==> src/rtl/logic_unit_seq.sv <==
// Sliced bitwise logic unit: applies one of eight bitwise functions SLICE bits per cycle,
// with valid/ready handshakes on both sides and a zero flag on the completed result.
module logic_unit_seq #(
   parameter int unsigned WIDTH = 32,
   parameter int unsigned SLICE = 8
) (
   input  logic             clk,
   input  logic             rst_n,
   input  logic             in_valid,
   output logic             in_ready,
   input  logic [2:0]       op,
   input  logic [WIDTH-1:0] in1,
   input  logic [WIDTH-1:0] in2,
   output logic             out_valid,
   input  logic             out_ready,
   output logic [WIDTH-1:0] out,
   output logic             zero
);

   localparam int unsigned NSLICE = WIDTH / SLICE;
   localparam int unsigned CW     = (NSLICE > 1) ? $clog2(NSLICE) : 1;
   localparam logic [CW-1:0] LAST = CW'(NSLICE - 1);

   typedef enum logic [1:0] {StIdle, StRun, StDone} state_e;

   state_e           state_q, state_d;
   logic [CW-1:0]    cnt_q, cnt_d;
   logic [WIDTH-1:0] a_q, a_d, b_q, b_d;
   logic [2:0]       op_q, op_d;
   logic [WIDTH-1:0] out_q, out_d;
   logic             zero_q, zero_d;
   logic             valid_q, valid_d;

   logic [WIDTH-1:0] res_full;
   logic [SLICE-1:0] res_sl;
   int unsigned      base;

   // Full-width function of the captured operands; RUN picks one slice per cycle.
   always_comb begin
      res_full = '0;
      unique case (op_q)
         3'b000: res_full = a_q & b_q;
         3'b001: res_full = a_q | b_q;
         3'b010: res_full = a_q ^ b_q;
         3'b011: res_full = ~(a_q | b_q);
         3'b100: res_full = ~(a_q & b_q);
         3'b101: res_full = ~(a_q ^ b_q);
         3'b110: res_full = a_q & ~b_q;
         3'b111: res_full = a_q;
      endcase
   end

   assign base   = 32'(cnt_q) * SLICE;
   assign res_sl = res_full[base +: SLICE];

   always_comb begin
      state_d = state_q;
      cnt_d   = cnt_q;
      a_d     = a_q;
      b_d     = b_q;
      op_d    = op_q;
      out_d   = out_q;
      zero_d  = zero_q;
      valid_d = valid_q;
      unique case (state_q)
         StIdle: begin
            if (in_valid) begin
               a_d     = in1;
               b_d     = in2;
               op_d    = op;
               out_d   = '0;
               zero_d  = 1'b1;
               cnt_d   = '0;
               state_d = StRun;
            end
         end
         StRun: begin
            out_d[base +: SLICE] = res_sl;
            zero_d = zero_q & (res_sl == '0);
            if (cnt_q == LAST) begin
               cnt_d   = '0;
               valid_d = 1'b1;
               state_d = StDone;
            end else begin
               cnt_d = cnt_q + 1'b1;
            end
         end
         StDone: begin
            if (out_ready) begin
               valid_d = 1'b0;
               state_d = StIdle;
            end
         end
         default: state_d = StIdle;
      endcase
   end

   always_ff @(posedge clk or negedge rst_n) begin
      if (!rst_n) begin
         state_q <= StIdle;
         cnt_q   <= '0;
         a_q     <= '0;
         b_q     <= '0;
         op_q    <= '0;
         out_q   <= '0;
         zero_q  <= 1'b0;
         valid_q <= 1'b0;
      end else begin
         state_q <= state_d;
         cnt_q   <= cnt_d;
         a_q     <= a_d;
         b_q     <= b_d;
         op_q    <= op_d;
         out_q   <= out_d;
         zero_q  <= zero_d;
         valid_q <= valid_d;
      end
   end

   // Held low during reset so nothing is accepted while the unit is being cleared.
   assign in_ready  = rst_n && (state_q == StIdle);
   assign out_valid = valid_q;
   assign out       = out_q;
   assign zero      = zero_q;

endmodule

==> config.mk <==
export PLATFORM = sky130hd
export DESIGN_NAME = logic_unit_seq
export DESIGN_NICKNAME = d
export VERILOG_FILES = /design/src/rtl/logic_unit_seq.sv
export SDC_FILE = /design/constraint.sdc
export NUM_CORES = 1
export LEC_CHECK = 0
export CAP_MARGIN = 20
export CORE_MARGIN = 2
export CORE_UTILIZATION = 50
export DETAILED_ROUTE_END_ITERATION = 16
export DONT_BUFFER_PORTS = 1
export GPL_TIMING_DRIVEN = 0
export PLACE_DENSITY = 0.67
export SYNTH_ARGS = -nofsm -noshare
export SYNTH_HDL_FRONTEND = slang
export SYNTH_SLANG_ARGS = --single-unit
==> constraint.sdc <==
create_clock -name clk -period 8.3 [get_ports clk]
set_clock_uncertainty 0.2 [all_clocks]
set_input_delay 0.415 -clock clk [delete_from_list [all_inputs] [get_ports clk]]
set_output_delay 0.415 -clock clk [all_outputs]
set_load 0.03 [all_outputs]
# --- Word-level counts from Yosys, hierarchy flattened ---
# Cells that the tools add are included.
totals:
  elab_cells: 61
  inputBits: 71
  output_inout_bits: 35
  reg_bits: 105
op_classes:
  n_eq_ne: 13
  muxes: 16
  n_bitwise: 9
  n_reduce_logical: 10
  shift: 3
  add_sub_neg: 2
ops:
  columns: ["op", "count"]
  rows:
  - ["32-bit case mux with 8 select lines", 1]
  - ["32-bit inverter", 4]
  - ["32-bit bitwise AND", 2]
  - ["32-bit case mux with 2 select lines", 1]
  - ["5-bit negation with 34-bit output", 1]
  - ["8-bit by 34-bit variable shift with 32-bit output, first input constant", 1]
  - ["8-bit by 34-bit indexed part select with 32-bit output", 1]
  - ["32-bit bitwise mux", 1]
  - ["32-bit 2-to-1 mux", 1]
  - ["32-bit OR", 1]
  - ["32-bit by 6-bit indexed part select with 8-bit output", 1]
  - ["32-bit XOR", 1]
  - ["3-bit == test, second input constant", 4]
  - ["2-bit 2-to-1 mux", 5]
  - ["8-bit zero test", 1]
  - ["3-bit by 2-bit == test with 1-bit output, second input constant", 2]
  - ["2-bit inequality test, second input constant", 3]
  - ["2-bit case mux with 3 select lines", 1]
  - ["3-bit AND reduction", 2]
  - ["2-bit == test, second input constant", 2]
  - ["1-bit case mux with 2 select lines", 2]
  - ["2-bit case mux with 2 select lines", 1]
  - ["2-bit AND reduction", 2]
  - ["2-bit nonzero test", 2]
  - ["8 further kinds", 10]

# --- Depth between registers and ports, before layout ---
depth:
  ltp_word: 7
  depth_mapped: 12
  depth_no_buf: 9

# --- Worst setup path before layout ---
# OpenSTA, ideal clock, no wires.
synth_timing:
  path_kind: "flip-flop to flip-flop"
  start: "register a_q[1]"
  end: "register zero_q, in the netlist zero"
  synth_period_minus_slack_ps: 2695
  path_buffers: 0
  setup_ps: 95
  required_time_ps: 8005
  path_slack_ps: 5605
  arrival_time_ps: 2399
  stages_incl_launch_ff: 9
  path_cell_list: "dfrtp_1 inv_1 ha_1 mux2_4 mux4_2 o22ai_2 o21ai_2 or4_1 o31ai_1"
synth_via:
  elab_chain_len: 7
synth_lines:
  columns: ["element", "line", "rtl"]
  rows:
  - ["start, declared", "28", "logic [WIDTH-1:0] a_q, a_d, b_q, b_d;"]
  - ["start signal, assigned", "102", "a_q <= '0;"]
  - ["start signal, assigned", "111", "a_q <= a_d;"]
  - ["32-bit XOR (tied with other cells)", "44, 47", null]
  - ["32-bit inverter (on tied branches)", "47, 45, 46", null]
  - ["32-bit case mux with 8 select lines *", "41", "unique case (op_q)"]
  - ["32-bit by 6-bit indexed part select with 8-bit output *", "54", "assign res_sl = res_full[base +: SLICE];"]
  - ["8-bit zero test *", "79", "zero_d = zero_q & (res_sl == '0);"]
  - ["1-bit bitwise AND *", "79", null]
  - ["1-bit case mux with 2 select lines *", "65", "unique case (state_q)"]
  - ["end signal, assigned", "115", "zero_q <= zero_d;"]
  - ["end, declared", "31", "logic zero_q, zero_d;"]
# Every way passes the cells marked *; elsewhere a longest branch is shown, timed or not.
# A chain may end at the register's enable or synchronous reset.

# --- Final worst setup path ---
layout_timing:
  start: "register op_q[0]"
  end: "register zero_q, in the netlist zero"
layout_via:
  elab_chain_len: 6
layout_lines:
  columns: ["element", "line", "rtl"]
  rows:
  - ["start, declared", "29", "logic [2:0] op_q, op_d;"]
  - ["start signal, assigned", "113", "op_q <= op_d;"]
  - ["3-bit == test (tied with other cells)", "41", null]
  - ["32-bit case mux with 8 select lines *", "41", null]
  - ["32-bit by 6-bit indexed part select with 8-bit output *", "54", null]
  - ["8-bit zero test *", "79", null]
  - ["1-bit bitwise AND *", "79", null]
  - ["1-bit case mux with 2 select lines *", "65", null]
# Marked as above.

==> impl_metrics.json <==
{
  "dr.first_iter.drc_count": 554,
  "grt-ovfl-total": 0,
  "vias": 6508,
  "clockBufferDepth": 2,
  "port-buffer-count": 0,
  "place_area_sq_um": 7960,
  "crit_buf_inv": 4,
  "drive_gt1_frac": 0.0911,
  "cpPeakStageDelay_ns": 0.68,
  "ys_async_sr_fraction": 1.00,
  "synth_commonest_cells": "nand2_1, o21ai_0, dfrtp_1",
  "yosysTopAreaCell": "dfrtp_1",
  "cap_violations": 0,
  "clk_pin_slew_ns": 0.08,
  "cts_htree_levels": 3,
  "utilization": 0.585,
  "antenna_found_initial": 0,
  "cts.repair.resized": 0,
  "drc_errors": 0,
  "power_mw": 3.76,
  "reg2reg_to": "zero$_DFFE_PN0P_",
  "place_congestion": 0.899,
  "diodes": 0,
  "min_from": "in2[24]",
  "core_region_area_sq_um": 15100,
  "synth_cell_type_count": 60,
  "reg2reg_setup_slack_ns": 4.95,
  "yosys.area.top_type_share": 0.340,
  "yosysSeqAreaShare": 0.340,
  "num-fill-cells": 1347,
  "synth.cell_area_sq_um": 7720,
  "fmaxAchievable_mhz": 299,
  "min_path_cells": 2,
  "ys_ff_latch": 105,
  "hold_viol": 0,
  "fin_setup_tns_ns": 0,
  "ys.flop_type": "dfrtp_1",
  "cts_tree": "yes",
  "reg2reg_depth": 10,
  "crit_path_start_kind": "flip-flop",
  "cp_cell_sequence": "buf_6 > inv_1 > buf_2 > buf_1 > o21bai_1 > o2111ai_1 > a21oi_1 > a2111oi_2 > nand4_1 > o31ai_1",
  "finalCritPeriodShare": 0.403,
  "grt_max_degree": 106,
  "start_util": 0.510,
  "row_count": 45,
  "power.density_nw_per_um2": 424,
  "viasPerCell": 5.92,
  "hp-class": "input port to flip-flop",
  "min_to": "b_q[24]$_DFFE_PN0P_",
  "ff_latch_area_sq_um": 2630,
  "multiInputGateArea_sq_um": 4470,
  "finalSetupViolations": 0,
  "tightest_slew_ns": 0.959,
  "critPathKind": "flip-flop to flip-flop",
  "cts_setup_buffers": 0,
  "crit_family": "compound AO/OA/AOI/OAI gates",
  "syn_nets": 1004,
  "r2r_start": "op_q[0]$_DFFE_PN0P_",
  "die_w_um": 128,
  "nets": 1077,
  "yosysMostFrequentCell": "nand2_1",
  "grt_usage": 0.278,
  "totalWireLength_um": 22400,
  "slowest_stage": "a2111oi_2",
  "cp_max_fo": 10,
  "hpwl_um": 15700,
  "dieArea_sq_um": 16400,
  "ys.warnings.count": 0,
  "area_delta_synth_final_pct": 14.8,
  "syn_area_per_cell_sq_um": 9.26,
  "ys_top_cells_by_area": "dfrtp_1, ha_1, o21ai_0, nand2_1, mux2i_1",
  "cp_data_required_time_ns": 8.37,
  "relSlewSlack": 0.360,
  "cts_buffers": 9,
  "synth_cells": 833,
  "cts-root-buf": "clkbuf_16",
  "critPathArrivalTime_ns": 3.41,
  "rsz0062_at_grt": "no",
  "drtAntennaViolNets": 0,
  "die_h_um": 128,
  "numClockSinks": 105,
  "final_max_slew_viol_count": 0,
  "leakage_nw": 4.02,
  "critPathCaptureType": "flip-flop",
  "status": "completed",
  "fin_area_sq_um": 8860,
  "drt_first_pass_iters": 5,
  "io_pins": 106,
  "clock_latency_ns": 0.36,
  "grt_pass1_wl_um": 35100,
  "synth_edf_count": 0,
  "peakVddDrop_v": 0.000186,
  "wl_per_cell_um": 20.3,
  "grt_pass1_vias": 6513,
  "period_minus_slack_ns": 3.35
}
registers in the layout, indices dropped and copies added, names as in the netlist:
| register | cells |
|---|---|
| zero | 1 |
| state_q | 2 |
| out | 32 |
| a_q | 32 |
| op_q | 3 |
| b_q | 32 |
| out_valid | 1 |
| cnt_q | 2 |
metal layers:
layer | track usage | wire length [um] | vias up
li1 | - | - | 3063
met1 | 0.372 | 9950 | 3127
met2 | 0.446 | 10100 | 266
met3 | 0.0451 | 1620 | 52
met4 | 0.122 | 697 | 0
met5 | 0 | 0 | -
worst max path at each step:
stage / startpoint / end / cells after the start
6_report: op_q[0]$_DFFE_PN0P_ / zero$_DFFE_PN0P_ / 10
5_1_grt: op_q[0]$_DFFE_PN0P_ / zero$_DFFE_PN0P_ / 10
4_1_cts: op_q[0]$_DFFE_PN0P_ / zero$_DFFE_PN0P_ / 10
3_5_place_dp: op_q[0]$_DFFE_PN0P_ / zero$_DFFE_PN0P_ / 10
3_3_place_gp: op_q[0]$_DFFE_PN0P_ / zero$_DFFE_PN0P_ / 10
2_1_floorplan: a_q[1]$_DFFE_PN0P_ / zero$_DFFE_PN0P_ / 8
layout make-up:
class	count	share of cell area
buffer	52	0.0380
clock buffer	10	0.0259
clock inverter	6	0.00480
inverter	75	0.0318
multi-input combinational	601	0.505
sequential	105	0.297
tap	188	0.0266
timing repair buffer	62	0.0715
logic make-up (layout without fill, tap and decap cells):
kind of cell	Yosys count	count (layout)	share of synthesized area
AND/OR/NAND/NOR	199	199	0.110
buffers and inverters	127	205	0.0801
adder cells (fa/ha/maj)	100	100	0.162
flip-flops	105	105	0.340
multiplexers	72	72	0.121
AO/OA/AOI/OAI	230	230	0.187
cells in the final DEF, fill, tap and decap left out, drive strengths merged, types with 3 or more instances in the layout:
master and n:
inv 75, a21boi 8, a21oi 27, o21bai 4
mux4 15, o31ai 5, clkinv 4, o221ai 9
o32ai 5, buf 34, nand2b 5, mux2i 45
a211oi 7, nand2 131, o22ai 11, o311ai 3
o21ai 118, dlygate4sd3 60, dfrtp 105, clkbuf 30
a2111oi 5, nand4 3, or3 4, mux2 12
o2111ai 4, nor2 35, a22o 9, nor4 4
ha 100, nor3 6
per-stage QoR:
step	hold WS (ns)	worst slack, ns	cells
2_1_floorplan	-0.0806	5.61	833
3_3_place_gp	-0.0764	4.95	1021
3_5_place_dp	-0.0764	4.99	1022
4_1_cts	0.00126	4.97	1099
5_1_grt	0.00706	4.66	1099
6_report	0.00994	4.95	1099
where the power goes:
group	leakage, nW	internal (mW)	switching [mW]
sequential	1.34	0.724	0.267
clock	0.129	0.204	0.204
combinational	2.55	0.945	1.41
total	4.02	1.87	1.88
what timing repair did:
item	in CTS	in global routing
setup endpoints to repair	0	0
hold buffers	61	0
hold endpoints to repair	164	0
(Power assumes the default switching activity.)
